## config.mk

```make
export PLATFORM = sky130hd
export DESIGN_NAME = nibble_serial_alu_ctrl
export DESIGN_NICKNAME = d
export VERILOG_FILES = /design/src/rtl/nibble_serial_alu_ctrl.sv
export SDC_FILE = /design/constraint.sdc
export NUM_CORES = 1
export LEC_CHECK = 0
export CAP_MARGIN = 15
export CORE_ASPECT_RATIO = 1.25
export CORE_MARGIN = 3
export CORE_UTILIZATION = 50
export DETAILED_ROUTE_END_ITERATION = 10
export PLACE_DENSITY = 0.93
export SLEW_MARGIN = 20
export SYNTH_ARGS = -nofsm -noshare
export SYNTH_HDL_FRONTEND = slang
export SYNTH_SLANG_ARGS = --single-unit
```

## constraint.sdc

```tcl
create_clock -name clk -period 5.8 [get_ports clk]
set_clock_uncertainty 0.15 [all_clocks]
set_input_delay 1.74 -clock clk [delete_from_list [all_inputs] [get_ports clk]]
set_output_delay 1.74 -clock clk [all_outputs]
set_load 0.05 [all_outputs]
```

## src/rtl/nibble_serial_alu_ctrl.sv

```systemverilog
// Serial sequencer for the 4-bit ALU slice: runs a NIBBLES*4-bit operation one nibble per
// clock, LSB first, and assembles the wide result plus carry/overflow/negative/zero flags.
module nibble_serial_alu_ctrl #(
  parameter int unsigned NIBBLES = 4
) (
  input  logic                   clk,
  input  logic                   rst,
  input  logic                   start,
  input  logic [1:0]             op,
  input  logic [4*NIBBLES-1:0]   a,
  input  logic [4*NIBBLES-1:0]   b,
  input  logic                   cin,
  output logic                   busy,
  output logic                   done,
  output logic [4*NIBBLES-1:0]   result,
  output logic                   co,
  output logic                   vo,
  output logic                   no,
  output logic                   zo,
  output logic [3:0]             alu_r,
  output logic [3:0]             alu_s,
  output logic                   alu_ci,
  output logic [1:0]             alu_i,
  input  logic [3:0]             alu_f,
  input  logic                   alu_co,
  input  logic                   alu_vo
);

  localparam int unsigned W    = 4 * NIBBLES;
  localparam int unsigned IdxW = $clog2(NIBBLES);
  localparam logic [IdxW-1:0] LastIdx = IdxW'(NIBBLES - 1);

  typedef enum logic [1:0] {StIdle, StRun, StDone} state_e;

  state_e          r_state, w_state_d;
  logic [IdxW-1:0] r_idx, w_idx_d;
  logic [W-1:0]    r_a, w_a_d;
  logic [W-1:0]    r_b, w_b_d;
  logic [W-1:0]    r_acc, w_acc_d;
  logic [W-1:0]    r_result, w_result_d;
  logic [W-1:0]    w_acc_wr;
  logic [1:0]      r_op, w_op_d;
  logic            r_carry, w_carry_d;
  logic            r_zero_acc, w_zero_acc_d;
  logic            r_co, w_co_d;
  logic            r_vo, w_vo_d;
  logic            r_zo, w_zo_d;
  logic [3:0]      w_nib_r, w_nib_s;
  logic            w_run;
  logic            w_zero_nxt;

  // Select the active operand nibbles and merge the slice output into the accumulator.
  always_comb begin
    w_nib_r  = 4'h0;
    w_nib_s  = 4'h0;
    w_acc_wr = r_acc;
    for (int i = 0; i < NIBBLES; i++) begin
      if (r_idx == IdxW'(i)) begin
        w_nib_r              = r_a[4*i +: 4];
        w_nib_s              = r_b[4*i +: 4];
        w_acc_wr[4*i +: 4]   = alu_f;
      end
    end
  end

  assign w_run      = (r_state == StRun);
  assign w_zero_nxt = r_zero_acc & (alu_f == 4'h0);

  always_comb begin
    w_state_d    = r_state;
    w_idx_d      = r_idx;
    w_a_d        = r_a;
    w_b_d        = r_b;
    w_op_d       = r_op;
    w_carry_d    = r_carry;
    w_zero_acc_d = r_zero_acc;
    w_acc_d      = r_acc;
    w_result_d   = r_result;
    w_co_d       = r_co;
    w_vo_d       = r_vo;
    w_zo_d       = r_zo;
    case (r_state)
      StIdle: begin
        if (start) begin
          w_a_d        = a;
          w_b_d        = b;
          w_op_d       = op;
          w_idx_d      = '0;
          w_carry_d    = cin;
          w_zero_acc_d = 1'b1;
          w_acc_d      = '0;
          w_result_d   = '0;
          w_state_d    = StRun;
        end
      end
      StRun: begin
        w_acc_d      = w_acc_wr;
        w_carry_d    = alu_co;
        w_zero_acc_d = w_zero_nxt;
        if (r_idx == LastIdx) begin
          // Visible result and flags only move once the whole word is assembled.
          w_result_d = w_acc_wr;
          w_co_d     = alu_co;
          w_vo_d     = alu_vo;
          w_zo_d     = w_zero_nxt;
          w_state_d  = StDone;
        end else begin
          w_idx_d = r_idx + 1'b1;
        end
      end
      StDone:  w_state_d = StIdle;
      default: w_state_d = StIdle;
    endcase
  end

  always_ff @(posedge clk) begin
    if (rst) begin
      r_state    <= StIdle;
      r_idx      <= '0;
      r_a        <= '0;
      r_b        <= '0;
      r_op       <= 2'b00;
      r_carry    <= 1'b0;
      r_zero_acc <= 1'b0;
      r_acc      <= '0;
      r_result   <= '0;
      r_co       <= 1'b0;
      r_vo       <= 1'b0;
      r_zo       <= 1'b0;
    end else begin
      r_state    <= w_state_d;
      r_idx      <= w_idx_d;
      r_a        <= w_a_d;
      r_b        <= w_b_d;
      r_op       <= w_op_d;
      r_carry    <= w_carry_d;
      r_zero_acc <= w_zero_acc_d;
      r_acc      <= w_acc_d;
      r_result   <= w_result_d;
      r_co       <= w_co_d;
      r_vo       <= w_vo_d;
      r_zo       <= w_zo_d;
    end
  end

  assign busy   = (r_state != StIdle);
  assign done   = (r_state == StDone);
  assign result = r_result;
  assign co     = r_co;
  assign vo     = r_vo;
  assign no     = r_result[W-1];
  assign zo     = r_zo;

  // Carry-in only matters for the arithmetic ops (op[0] set).
  assign alu_r  = w_run ? w_nib_r : 4'h0;
  assign alu_s  = w_run ? w_nib_s : 4'h0;
  assign alu_ci = w_run & r_op[0] & r_carry;
  assign alu_i  = w_run ? r_op : 2'b00;

endmodule

```

======== Word level (Yosys, flattened, before mapping) ========
Cells that the tools add are included.
word-level totals
  output and inout bits ................... 33
  register bits ........................... 75
  bits of input ports ..................... 44
cells by class
  mux-type cells .......................... 29
  eq/ne operators ......................... 8
  reductions and logical operators ........ 11
  add/sub/neg operators ................... 1
  bitwise gates (word level) .............. 3
operators by type and width
  kind                                                                   number
  16-bit case mux with 2 select lines                                    2
  4-bit two-way mux                                                      14
  16-bit two-way mux                                                     2
  2-bit two-way mux                                                      5
  2-bit case mux with 2 select lines                                     2
  2-bit AND reduction                                                    4
  2-bit equality test, second input constant                             3
  3-bit AND reduction                                                    2
  2-bit by 1-bit equality test with 1-bit output, second input constant  2
  2-bit zero test                                                        2
  4-bit zero test                                                        1
  2-bit != test, second input constant                                   2
  1-bit case mux with 2 select lines                                     2
  2-bit nonzero test                                                     2
  1-bit AND                                                              3
  2-bit by 1-bit adder with 2-bit output, second input constant          1
  1-bit two-way mux                                                      2
  2-bit by 1-bit != test with 1-bit output, second input constant        1

======== Logic depth before layout (Yosys ltp) ========
Gate-level depths: netlist of the first run.
  word-level depth ........................ 6
  depth in mapped cells ................... 6
  mapped depth without buffers ............ 5

======== Least setup slack after synthesis of the first run ========
Ideal clock, no wire load.
  path type ............................... flip-flop to output port
  from .................................... register r_idx[0]
  to ...................................... output alu_s[1]
  path buffers ............................ 1
  slack ................................... 1.246 ns
  arrival time ............................ 2.664 ns
  stages on the path, launching flop included .. 7
  required time ........................... 3.910 ns
  cell sequence ........................... dfxtp_1 inv_1 ha_1 nor2b_1 buf_2 a221oi_1 o41ai_1
between the ends
  cells in the longest elaborated chain, start to end .. 6
  elaborated cells between the ends (all ways) .. 9
  classes of those cells .................. eq/ne: 3; mux: 5; reduce/logical: 1
ends and longest elaborated chain
  element                          RTL line  RTL
  start, declared                  36        logic [IdxW-1:0] r_idx, w_idx_d;
  start signal, assigned           132       r_idx <= w_idx_d;
  2-bit zero test                  58        if (r_idx == IdxW'(i)) begin
  4-bit two-way mux (3 in series)  58
  4-bit two-way mux *              58
  4-bit two-way mux *              156       assign alu_s = w_run ? w_nib_s : 4'h0;
  end, declared                    21        output logic [3:0] alu_s,
Mark *: on every way between the ends. The rest lies on a longest branch, timed or not.

======== Worst setup path in the final report of the first run ========
  from .................................... register r_idx[1]
  to ...................................... output alu_s[2]
The elaborated chain is that of the path after synthesis.

==> results by group, run 1 <==
Layout
  • Fin nets: 475
  • Synth-to-layout area growth: 25.94%
  • Post-Layout Cell Count: 513
  • Share of layout cells above drive strength 1: 0.07889
  • Fillers: 473
  • Design area: 4009 um^2
  • Diode count: 0
  • Util after Layout: 0.6711

Yosys
  • Syn_area_per_cell: 8.511 um^2
  • Synth top area share: 0.4465
  • Yosys cell types: 37
  • Mapped Area: 3183 um^2
  • Nets in the synthesized netlist: 422
  • Post-synthesis sequential area ratio: 0.4465
  • Post-Synthesis Cells: 374
  • Yosys reg bits: 71
  • Top FF cell, synth: dfxtp_1
  • YS warnings: 0
  • Synth top area cells: dfxtp_1, nand2_1, a21oi_1
  • EDFF count, synth: 0
  • Async SR Flop Fraction: 0
  • Synth area leader: dfxtp_1

Die
  • Chip height: 95.21 um
  • Die area: 7366 um^2
  • Starting Density: 0.5329
  • Chip Width: 77.37 um
  • # IOs: 77
  • Core ar.: 5973 um^2
  • FP Rows: 31

Worst setup path
  • Worst-path maximum fanout: 13
  • Req. time, crit path: 3910 ps
  • Crit path capture type: output pin
  • CP bufs+invs: 2
  • Flop2flop setup slack: 3350 ps
  • CP top delay family: buffers and inverters
  • Crit start category: register
  • RR Endpoint: result[10]
  • Worst path max stage delay: 870 ps
  • Crit path cell chain: inv_1, ha_1, nor2b_1, a221oi_1, o41ai_1, clkdlybuf4s50_1
  • Crit path kind: reg2out
  • Origin of the critical flop-to-flop path: r_idx[0]
  • Arrival @ worst endpoint: 3210 ps
  • Critical-path top delay cell: clkdlybuf4s50_1
  • Worst r2r path cells: 5

Timing
  • Minimum clock period: 5103 ps
  • Final WS setup: 697.5 ps
  • Final count of hold timing violations: 0
  • Slew Viols, Final: 0
  • Fmax: 196.0 MHz
  • Period Utilization, post-route: 0.8797
  • RSZ-0062 raised after global routing: false
  • Final setup violation count: 0
  • Actual slew at the worst max-slew pin: 948.9 ps
  • Worst hold slack: 303.0 ps
  • Setup_tns: 0 ps
  • Worst rel slew slack: 0.3493

GRT
  • Global-route usage over all layers: 0.2131
  • First-pass GRT wire length: 12580 um
  • Largest net degree at the start of global routing: 72
  • Initial antenna violation count: 0
  • Overflow after GRT: 0
  • Number of global-route vias before repair: 2683

Hold path
  • Hold Path Depth: 2
  • Hold path startpoint: r_op[1]
  • Hold Path Class: reg2reg
  • Hold endpoint: r_op[1]

CTS
  • Clock Path Buffers: 2
  • Setup Fix Bufs, Post-CTS: 0
  • Worst-Skew Late Latency: 350 ps
  • Clock slew at reported path FFs: 70 ps
  • CTS resizes: 0
  • CTS tree: yes
  • CTS Sinks: 71
  • Num CTS Buffers: 9
  • Hold buffers post-CTS: 0
  • CTS root buffer: clkbuf_8
  • H-tree depth: 3

Placement
  • PortBufs: 76
  • Cells after DPL: 498
  • DP Wirelength: 5282 um
  • Final GP Congestion: 0.8462
  • Worst slack at placement: 1153 ps
  • Area post-placement: 3851 um^2

Pwr
  • PD cells: 249.1 nW/um^2
  • Peak supply drop: 0.0001601 V
  • Leakage power: 1.399 nW
  • PnR Total Power: 998.6 uW

Drt
  • Iter 0 DRT Violations: 301
  • Drt wl/cell: 15.03 um
  • WL final: 7712 um
  • Number of routed nets with antenna violations: 0
  • Pre-antenna DRT Iters: 6
  • Detailed-route via count: 2899
  • Remaining DRCs: 0
  • Vias/cell: 5.651

Run status
  • Outcome: complete, no violations

Flow run
  • Max Cap Viol: 0
==> cells in the final DEF (no fill, tap or decap), types with 3 or more instances in the layout <==
| master | netlist | final |
|---|---|---|
| nand3_1 | 9 | 9 |
| clkbuf_1 | 17 | 4 |
| dfxtp_1 | 71 | 71 |
| o21ai_0 | 16 | 16 |
| nand4b_1 | 12 | 12 |
| nor2_1 | 14 | 14 |
| a22oi_1 | 12 | 12 |
| clkbuf_8 | 0 | 10 |
| a221oi_1 | 8 | 8 |
| nor2b_1 | 11 | 11 |
| ha_1 | 4 | 4 |
| nor3_1 | 3 | 3 |
| o41ai_1 | 8 | 8 |
| mux2_2 | 12 | 12 |
| a21oi_1 | 55 | 55 |
| clkdlybuf4s50_1 | 0 | 75 |
| nand2_1 | 77 | 77 |
| buf_4 | 5 | 4 |
==> report_power, final <==
part / leakage [nW] / switching (mW) / internal (mW) / total (mW)
Sequential: 0.579 / 0.0114 / 0.507 / 0.518
Clock: 0.0805 / 0.170 / 0.165 / 0.334
Combinational: 0.740 / 0.0830 / 0.0630 / 0.146
Total: 1.40 / 0.264 / 0.735 / 0.999
==> Yosys cell counts (2+ instances only) <==
cell,number
mux2_2,12
a221oi_1,8
inv_1,2
clkbuf_1,17
buf_6,8
ha_1,4
nor2b_1,11
or3b_1,2
o211ai_1,2
o41ai_1,8
buf_4,5
nand2_1,77
a21oi_1,55
nand4b_1,12
nor2_1,14
and2_1,2
dfxtp_1,71
buf_2,7
o21ai_0,16
nand3b_1,2
nor3_1,3
a21oi_2,2
nand3_1,9
a22oi_1,12
==> sequential cells by signal (all words and copies together) (netlist names) <==
register and cells:
r_a 16, r_b 16, result 16, r_acc 12
r_idx 2, r_op 2, r_state 2, co 1
r_carry 1, r_zero_acc 1, vo 1, zo 1
==> worst min-delay path, stage by stage, from the launching register on <==
cell	delay (ps)
dfxtp_1	310
nand2_1	50
a21oi_1	50
==> layer usage <==
metal | wire, um | up-vias | global-route usage
met5 | 0 | - | 0
met4 | 151 | 0 | 0.1098
met3 | 504 | 13 | 0.03497
met2 | 3826 | 116 | 0.3660
met1 | 3229 | 1358 | 0.2578
li1 | - | 1412 | -
==> layout make-up <==
type,instances,area (um^2),area share
multi-input combinational,263,1524,0.3801
sequential,71,1421,0.3546
timing repair buffer,80,795.8,0.1985
clock buffer,14,152.6,0.03808
tap,82,102.6,0.02559
inverter,2,7.507,0.001873
clock inverter,1,5.005,0.001248
==> cell families after synthesis <==
family / synth area share
AO/OA/AOI/OAI: 0.1989
adder cells (fa/ha/maj): 0.01572
buffers and inverters: 0.07469
flip-flops: 0.4465
multiplexers: 0.04560
AND/OR/NAND/NOR: 0.2186
==> how the worst max path moves through the flow <==
stage                   from  endpoint  slack [ps]  cells past startpoint
floorplan           r_idx[0]  alu_s[1]        1250                      6
global placement    r_idx[1]  alu_s[3]        1230                      6
detailed placement  r_idx[1]  alu_s[2]        1150                      6
CTS                 r_idx[1]  alu_s[2]         750                      6
global route        r_idx[1]  alu_s[2]         580                      6
finish              r_idx[1]  alu_s[2]         700                      6
No activity file was read; power rests on OpenSTA's default activity.
==> run 2, diff against run 1 <==
- CORE_UTILIZATION: 50 -> 49
- PLACE_DENSITY: 0.93 -> 0.91
- SKIP_CTS_REPAIR_TIMING: default -> 1
- TNS_END_PERCENT: default -> 50
- clock period: 5.8 -> 4.8 ns (I/O delays scaled with it)
==> run 2 against run 1 <==
Compared with the run above: final area increased by 1.3%; largest power group unchanged; non-clock buffer count up 1; utilization shrank 2.1 points; highest routed layer unchanged; critical endpoint is now alu_s[3]; worst hold slack lost 1.5 ps; count of clock-buffer cells in the layout shrank 2; worst setup slack lost 510 ps; sequential share of layout area down 0.45 points; final cell count up 0.97%; first-iteration DRC count shrank 33%; power grew 26%; combinational power up 21%; sequential cell count stayed put.
==> results by group, run 2 (synthesized netlist as in run 1, its figures left out) <==
GRT
  • Number of global-route vias before repair: 2713 (was 2683)
  • Overflow after GRT: 0 (unchanged)
  • First-pass GRT wire length: 12120 um (was 12580 um)
  • Largest net degree at the start of global routing: 41 (was 72)
  • Initial antenna violation count: 0 (unchanged)
  • Global-route usage over all layers: 0.2005 (was 0.2131)

Die
  • Chip height: 96.11 um (was 95.21 um)
  • # IOs: 77 (unchanged)
  • Starting Density: 0.5096 (was 0.5329)
  • Chip Width: 78.09 um (was 77.37 um)
  • FP Rows: 32 (was 31)
  • Die area: 7505 um^2 (was 7366 um^2)
  • Core ar.: 6246 um^2 (was 5973 um^2)

Worst setup path
  • Req. time, crit path: 3210 ps (was 3910 ps)
  • Crit path cell chain: inv_1, ha_1, nor2b_2, a221oi_1, o41ai_1, clkdlybuf4s50_1 (was inv_1, ha_1, nor2b_1, a221oi_1, o41ai_1, clkdlybuf4s50_1)
  • CP top delay family: buffers and inverters (unchanged)
  • Critical-path top delay cell: clkdlybuf4s50_1 (unchanged)
  • Arrival @ worst endpoint: 3030 ps (was 3210 ps)
  • Worst path max stage delay: 880 ps (was 870 ps)
  • Worst-path maximum fanout: 13 (unchanged)
  • Crit start category: register (unchanged)
  • Crit path kind: reg2out (unchanged)
  • Crit path capture type: output pin (unchanged)
  • CP bufs+invs: 2 (unchanged)

Timing
  • Slew Viols, Final: 0 (unchanged)
  • Minimum clock period: 4616 ps
  • Period Utilization, post-route: 0.9616
  • Worst rel slew slack: 0.3369 (was 0.3493)
  • Final count of hold timing violations: 0 (unchanged)
  • Fmax: 216.6 MHz
  • Setup_tns: 0 ps (unchanged)
  • Final setup violation count: 0 (unchanged)
  • RSZ-0062 raised after global routing: false (unchanged)
  • Actual slew at the worst max-slew pin: 967.1 ps (was 948.9 ps)
  • Worst hold slack: 301.5 ps (was 303.0 ps)

Run status
  • Outcome: complete, no violations (unchanged)

Layout
  • Util after Layout: 0.6500 (was 0.6711)
  • Fillers: 543 (was 473)
  • Fin nets: 476 (was 475)
  • Most common cell after layout, fill and taps aside: nand2_1 (unchanged)
  • Share of layout cells above drive strength 1: 0.09238 (was 0.07889)
  • Post-Layout Cell Count: 518 (was 513)
  • Synth-to-layout area growth: 27.55% (was 25.94%)
  • Leading cell types in the layout, fill and taps excluded: nand2_1, clkdlybuf4s50_1, dfxtp_1 (unchanged)
  • Diode count: 0 (unchanged)

CTS
  • CTS root buffer: clkbuf_8 (unchanged)
  • Clock Path Buffers: 2 (unchanged)
  • Worst-Skew Late Latency: 330 ps (was 350 ps)
  • Clock slew at reported path FFs: 70 ps (about the same)
  • CTS Sinks: 71 (unchanged)
  • Num CTS Buffers: 9 (unchanged)
  • H-tree depth: 3 (unchanged)
  • CTS tree: yes (unchanged)

Pwr
  • Switch share: 0.2541 (was 0.2644)
  • PnR Total Power: 1.263 mW (was 998.6 uW)
  • Peak supply drop: 0.0001850 V (was 0.0001601 V)
  • Sw power: 320.8 uW (was 264.0 uW)
  • Leakage power: 1.424 nW (was 1.399 nW)
  • Internal power: 941.9 uW (was 734.5 uW)
  • PD cells: 311.0 nW/um^2 (was 249.1 nW/um^2)
  • Clock Power Share: 0.365 (was 0.335)
  • Logic pwr share: 0.139 (was 0.146)
  • Share of power burned in registers: 0.496 (was 0.519)

Drt
  • WL final: 7471 um (was 7712 um)
  • Drt wl/cell: 14.42 um (was 15.03 um)
  • Number of routed nets with antenna violations: 0 (unchanged)
  • Iter 0 DRT Violations: 202 (was 301)
  • Pre-antenna DRT Iters: 4 (was 6)
  • Detailed-route via count: 2880 (was 2899)
  • Vias/cell: 5.560 (was 5.651)
  • Remaining DRCs: 0 (unchanged)

Placement
  • PortBufs: 76 (unchanged)
  • Final GP Congestion: 0.8499 (was 0.8462)
  • DP Wirelength: 5122 um (was 5282 um)
  • Cells after DPL: 502 (was 498)

Flow run
  • Max Cap Viol: 0 (unchanged)

Hold path
  • Hold Path Class: reg2reg (unchanged)
-- run 2: through the flow --
stage	setup WS, ps	area, um^2
3_5_place_dp	404.3	3865
6_report	184.2	4060
2_1_floorplan	546.3	3183
4_1_cts	4.226	4055
5_1_grt	40.71	4060
3_3_place_gp	472.3	3845
-- run 2: worst paths after layout --
check	depth (start not counted)	slack, ps	startpoint	endpoint
setup reg to reg	4	2550	r_idx[0]	result[6]
hold reg to reg	2	300	r_op[1]	r_op[1]
hold / removal	2	300	r_op[1]	r_op[1]
setup / recovery	6	180	r_idx[1]	alu_s[3]
-- run 2: area by class of cell --
class	count	area, um^2	share of cell area
well taps	85	106.4	0.02619
multi-input cells	263	1529	0.3766
flip-flops and latches	71	1421	0.3501
clock inverters	4	45.04	0.01109
clock buffers	12	145.1	0.03575
repair buffers	81	805.8	0.1985
inverters	2	7.507	0.001849
-- run 2: power by group through the flow --
| stage | logic [mW] | registers (mW) | clock network [mW] |
|---|---|---|---|
| final | 0.176 | 0.626 | 0.461 |
| after global routing | 0.192 | 0.628 | 0.492 |
| after CTS | 0.176 | 0.626 | 0.465 |
| after detailed placement | 0.174 | 0.638 | 0 |
| after global placement | 0.169 | 0.638 | 0 |
| after floorplan | 0.120 | 0.636 | 0 |
-- run 2: worst register-to-register path, cell delays in order (launching register included) --
cell and delay [ps]:
dfxtp_1 350, ha_2 410, mux2i_1 850, o21ai_0 240, a21oi_1 190
-- run 2: layer usage --
| metal | GRT usage | wire, um |
|---|---|---|
| met4 | 0.1020 | 175 |
| met3 | 0.02996 | 377 |
| met5 | 0 | 0 |
| met2 | 0.3521 | 3743 |
| met1 | 0.2389 | 3174 |
==> run 3, diff against run 2 <==
- GPL_TIMING_DRIVEN: default -> 0
- HOLD_SLACK_MARGIN: default -> 0.02
==> run 3 against run 2 <==
Compared with the run above: final cell count grew 6.2%; via count grew 8.2%; first-iteration DRC count grew 51%; critical path type unchanged; sequential power is essentially flat; die area is the same; final area grew 4.6%.
==> results by group, run 3 (synthesized netlist as in run 1, its figures left out) <==
GRT
  • Initial antenna violation count: 0 (unchanged)
  • Global-route usage over all layers: 0.2289 (was 0.2005)
  • Overflow after GRT: 0 (unchanged)
  • Number of global-route vias before repair: 2966 (was 2713)
  • First-pass GRT wire length: 13670 um (was 12120 um)
  • Largest net degree at the start of global routing: 12 (was 41)

CTS
  • CTS tree: yes (unchanged)
  • CTS root buffer: clkbuf_8 (unchanged)
  • H-tree depth: 3 (unchanged)
  • CTS Sinks: 71 (unchanged)
  • Clock slew at reported path FFs: 70 ps (about the same)
  • Num CTS Buffers: 9 (unchanged)
  • Worst-Skew Late Latency: 350 ps (was 330 ps)
  • Clock Path Buffers: 2 (unchanged)

Hold path
  • Hold path startpoint: r_op[1] (unchanged)
  • Hold Path Class: reg2reg (unchanged)
  • Hold Path Depth: 2 (unchanged)
  • Hold endpoint: r_op[1] (unchanged)

Timing
  • Period Utilization, post-route: 0.9430 (was 0.9616)
  • Worst rel slew slack: 0.6309 (was 0.3369)
  • Fmax: 220.9 MHz (was 216.6 MHz)
  • Minimum clock period: 4526 ps (was 4616 ps)
  • RSZ-0062 raised after global routing: false (unchanged)
  • Final count of hold timing violations: 0 (unchanged)
  • Slew Viols, Final: 0 (unchanged)
  • Setup_tns: 0 ps (unchanged)
  • Actual slew at the worst max-slew pin: 553.6 ps (was 967.1 ps)
  • Final setup violation count: 0 (unchanged)

Worst setup path
  • RR Endpoint: result[10] (was result[6])
  • CP bufs+invs: 3 (was 2)
  • Arrival @ worst endpoint: 2940 ps (was 3030 ps)
  • Crit path capture type: output pin (unchanged)
  • Worst r2r path cells: 5 (was 4)
  • Req. time, crit path: 3210 ps (about the same)
  • Worst path max stage delay: 900 ps (was 880 ps)
  • Crit path cell chain: inv_1, ha_1, nor2b_1, buf_2, a221oi_1, o41ai_1, clkdlybuf4s50_1 (was inv_1, ha_1, nor2b_2, a221oi_1, o41ai_1, clkdlybuf4s50_1)
  • Flop2flop setup slack: 2890 ps (was 2550 ps)
  • Crit path kind: reg2out (unchanged)
  • CP top delay family: buffers and inverters (unchanged)
  • Worst-path maximum fanout: 8 (was 13)
  • Origin of the critical flop-to-flop path: r_idx[0] (unchanged)
  • Critical-path top delay cell: clkdlybuf4s50_1 (unchanged)
  • Crit start category: register (unchanged)

Layout
  • Synth-to-layout area growth: 33.37% (was 27.55%)
  • Most common cell after layout, fill and taps aside: nand2_1 (unchanged)
  • Fillers: 521 (was 543)
  • Fin nets: 508 (was 476)
  • Leading cell types in the layout, fill and taps excluded: nand2_1, clkdlybuf4s50_1, dfxtp_1 (unchanged)
  • Share of layout cells above drive strength 1: 0.1075 (was 0.09238)
  • Diode count: 0 (unchanged)
  • Util after Layout: 0.6797 (was 0.6500)

Drt
  • Detailed-route via count: 3116 (was 2880)
  • Vias/cell: 5.665 (was 5.560)
  • Pre-antenna DRT Iters: 5 (was 4)
  • Iter 0 DRT Violations: 306 (was 202)
  • Remaining DRCs: 0 (unchanged)
  • Drt wl/cell: 15.55 um (was 14.42 um)
  • WL final: 8552 um (was 7471 um)
  • Number of routed nets with antenna violations: 0 (unchanged)

Run status
  • Outcome: complete, no violations (unchanged)

Die
  • FP Rows: 32 (unchanged)
  • Core ar.: 6246 um^2 (unchanged)
  • Die area: 7505 um^2 (unchanged)
  • # IOs: 77 (unchanged)
  • Chip height: 96.11 um (unchanged)
  • Chip Width: 78.09 um (unchanged)
  • Starting Density: 0.5096 (unchanged)

Placement
  • Final GP Congestion: 0.8657 (was 0.8499)
  • DP Wirelength: 6185 um (was 5122 um)
  • PortBufs: 75 (was 76)

Pwr
  • PD cells: 314.0 nW/um^2 (was 311.0 nW/um^2)
  • Leakage power: 1.523 nW (was 1.424 nW)
  • Peak supply drop: 0.0002511 V (was 0.0001850 V)

Flow run
  • Max Cap Viol: 0 (unchanged)
==> run 3: changes by cell type in the layout (fill, tap and decap cells not counted), sizes merged <==
cell,previous run,this run
clkbuf,12,29
clkinv,3,2
bufinv,1,2
buf,6,21
==> run 3: through the flow <==
step	std cells	setup WS, ps	power (mW)	cell area, um^2	hold WS (ps)
final	550	273.5	1.333	4245	305.5
after global routing	550	71.38	1.375	4245	331.3
after CTS	550	292.1	1.329	4245	305.7
after detailed placement	534	689.2	0.8327	4040	296.2
after global placement	534	779.7	0.8259	4040	290.8
after floorplan	374	546.3	0.7557	3183	281.7
==> run 3: report_power, final <==
part	total (mW)	switching (mW)	leakage [nW]	internal, mW
sequential	0.628	0.0159	0.579	0.612
combinational	0.196	0.107	0.840	0.0894
clock	0.509	0.217	0.104	0.292
==> run 3: area by class of cell <==
cell class                 count  area, um^2  area share
sequential                    71        1421      0.3348
clock inverter                 4       70.07     0.01650
tap                           85       106.4     0.02505
timing repair buffer          75       750.7      0.1768
clock buffer                  12       135.1     0.03183
multi-input combinational    263        1524      0.3590
buffer                        38       230.2     0.05423
inverter                       2       7.507    0.001768
==> run 3: worst reg2reg max path: stages (launching register included) <==
cell      delay, ps
dfxtp_1         400
ha_1            180
clkbuf_1        310
buf_1           490
nand4b_1        160
a21oi_1         160
==> run 3: how the worst max path moves through the flow <==
stage | start | end | slack [ps] | cells after the start
finish | r_idx[0] | alu_s[3] | 270 | 7
CTS | r_idx[0] | alu_r[1] | 290 | 7
global placement | r_idx[0] | alu_s[3] | 780 | 7
floorplan | r_idx[0] | alu_s[1] | 550 | 6
global route | r_idx[0] | alu_r[0] | 70 | 6
detailed placement | r_idx[0] | alu_r[1] | 690 | 7
==> run 3: layer usage <==
metal  track usage  part of all wire  vias to the layer above
met5             0                 0                        -
met4       0.09767             0.029                        0
met3       0.05431             0.062                       32
met2        0.4150              0.51                      158
met1        0.2568              0.40                     1449
li1              -                 -                     1477
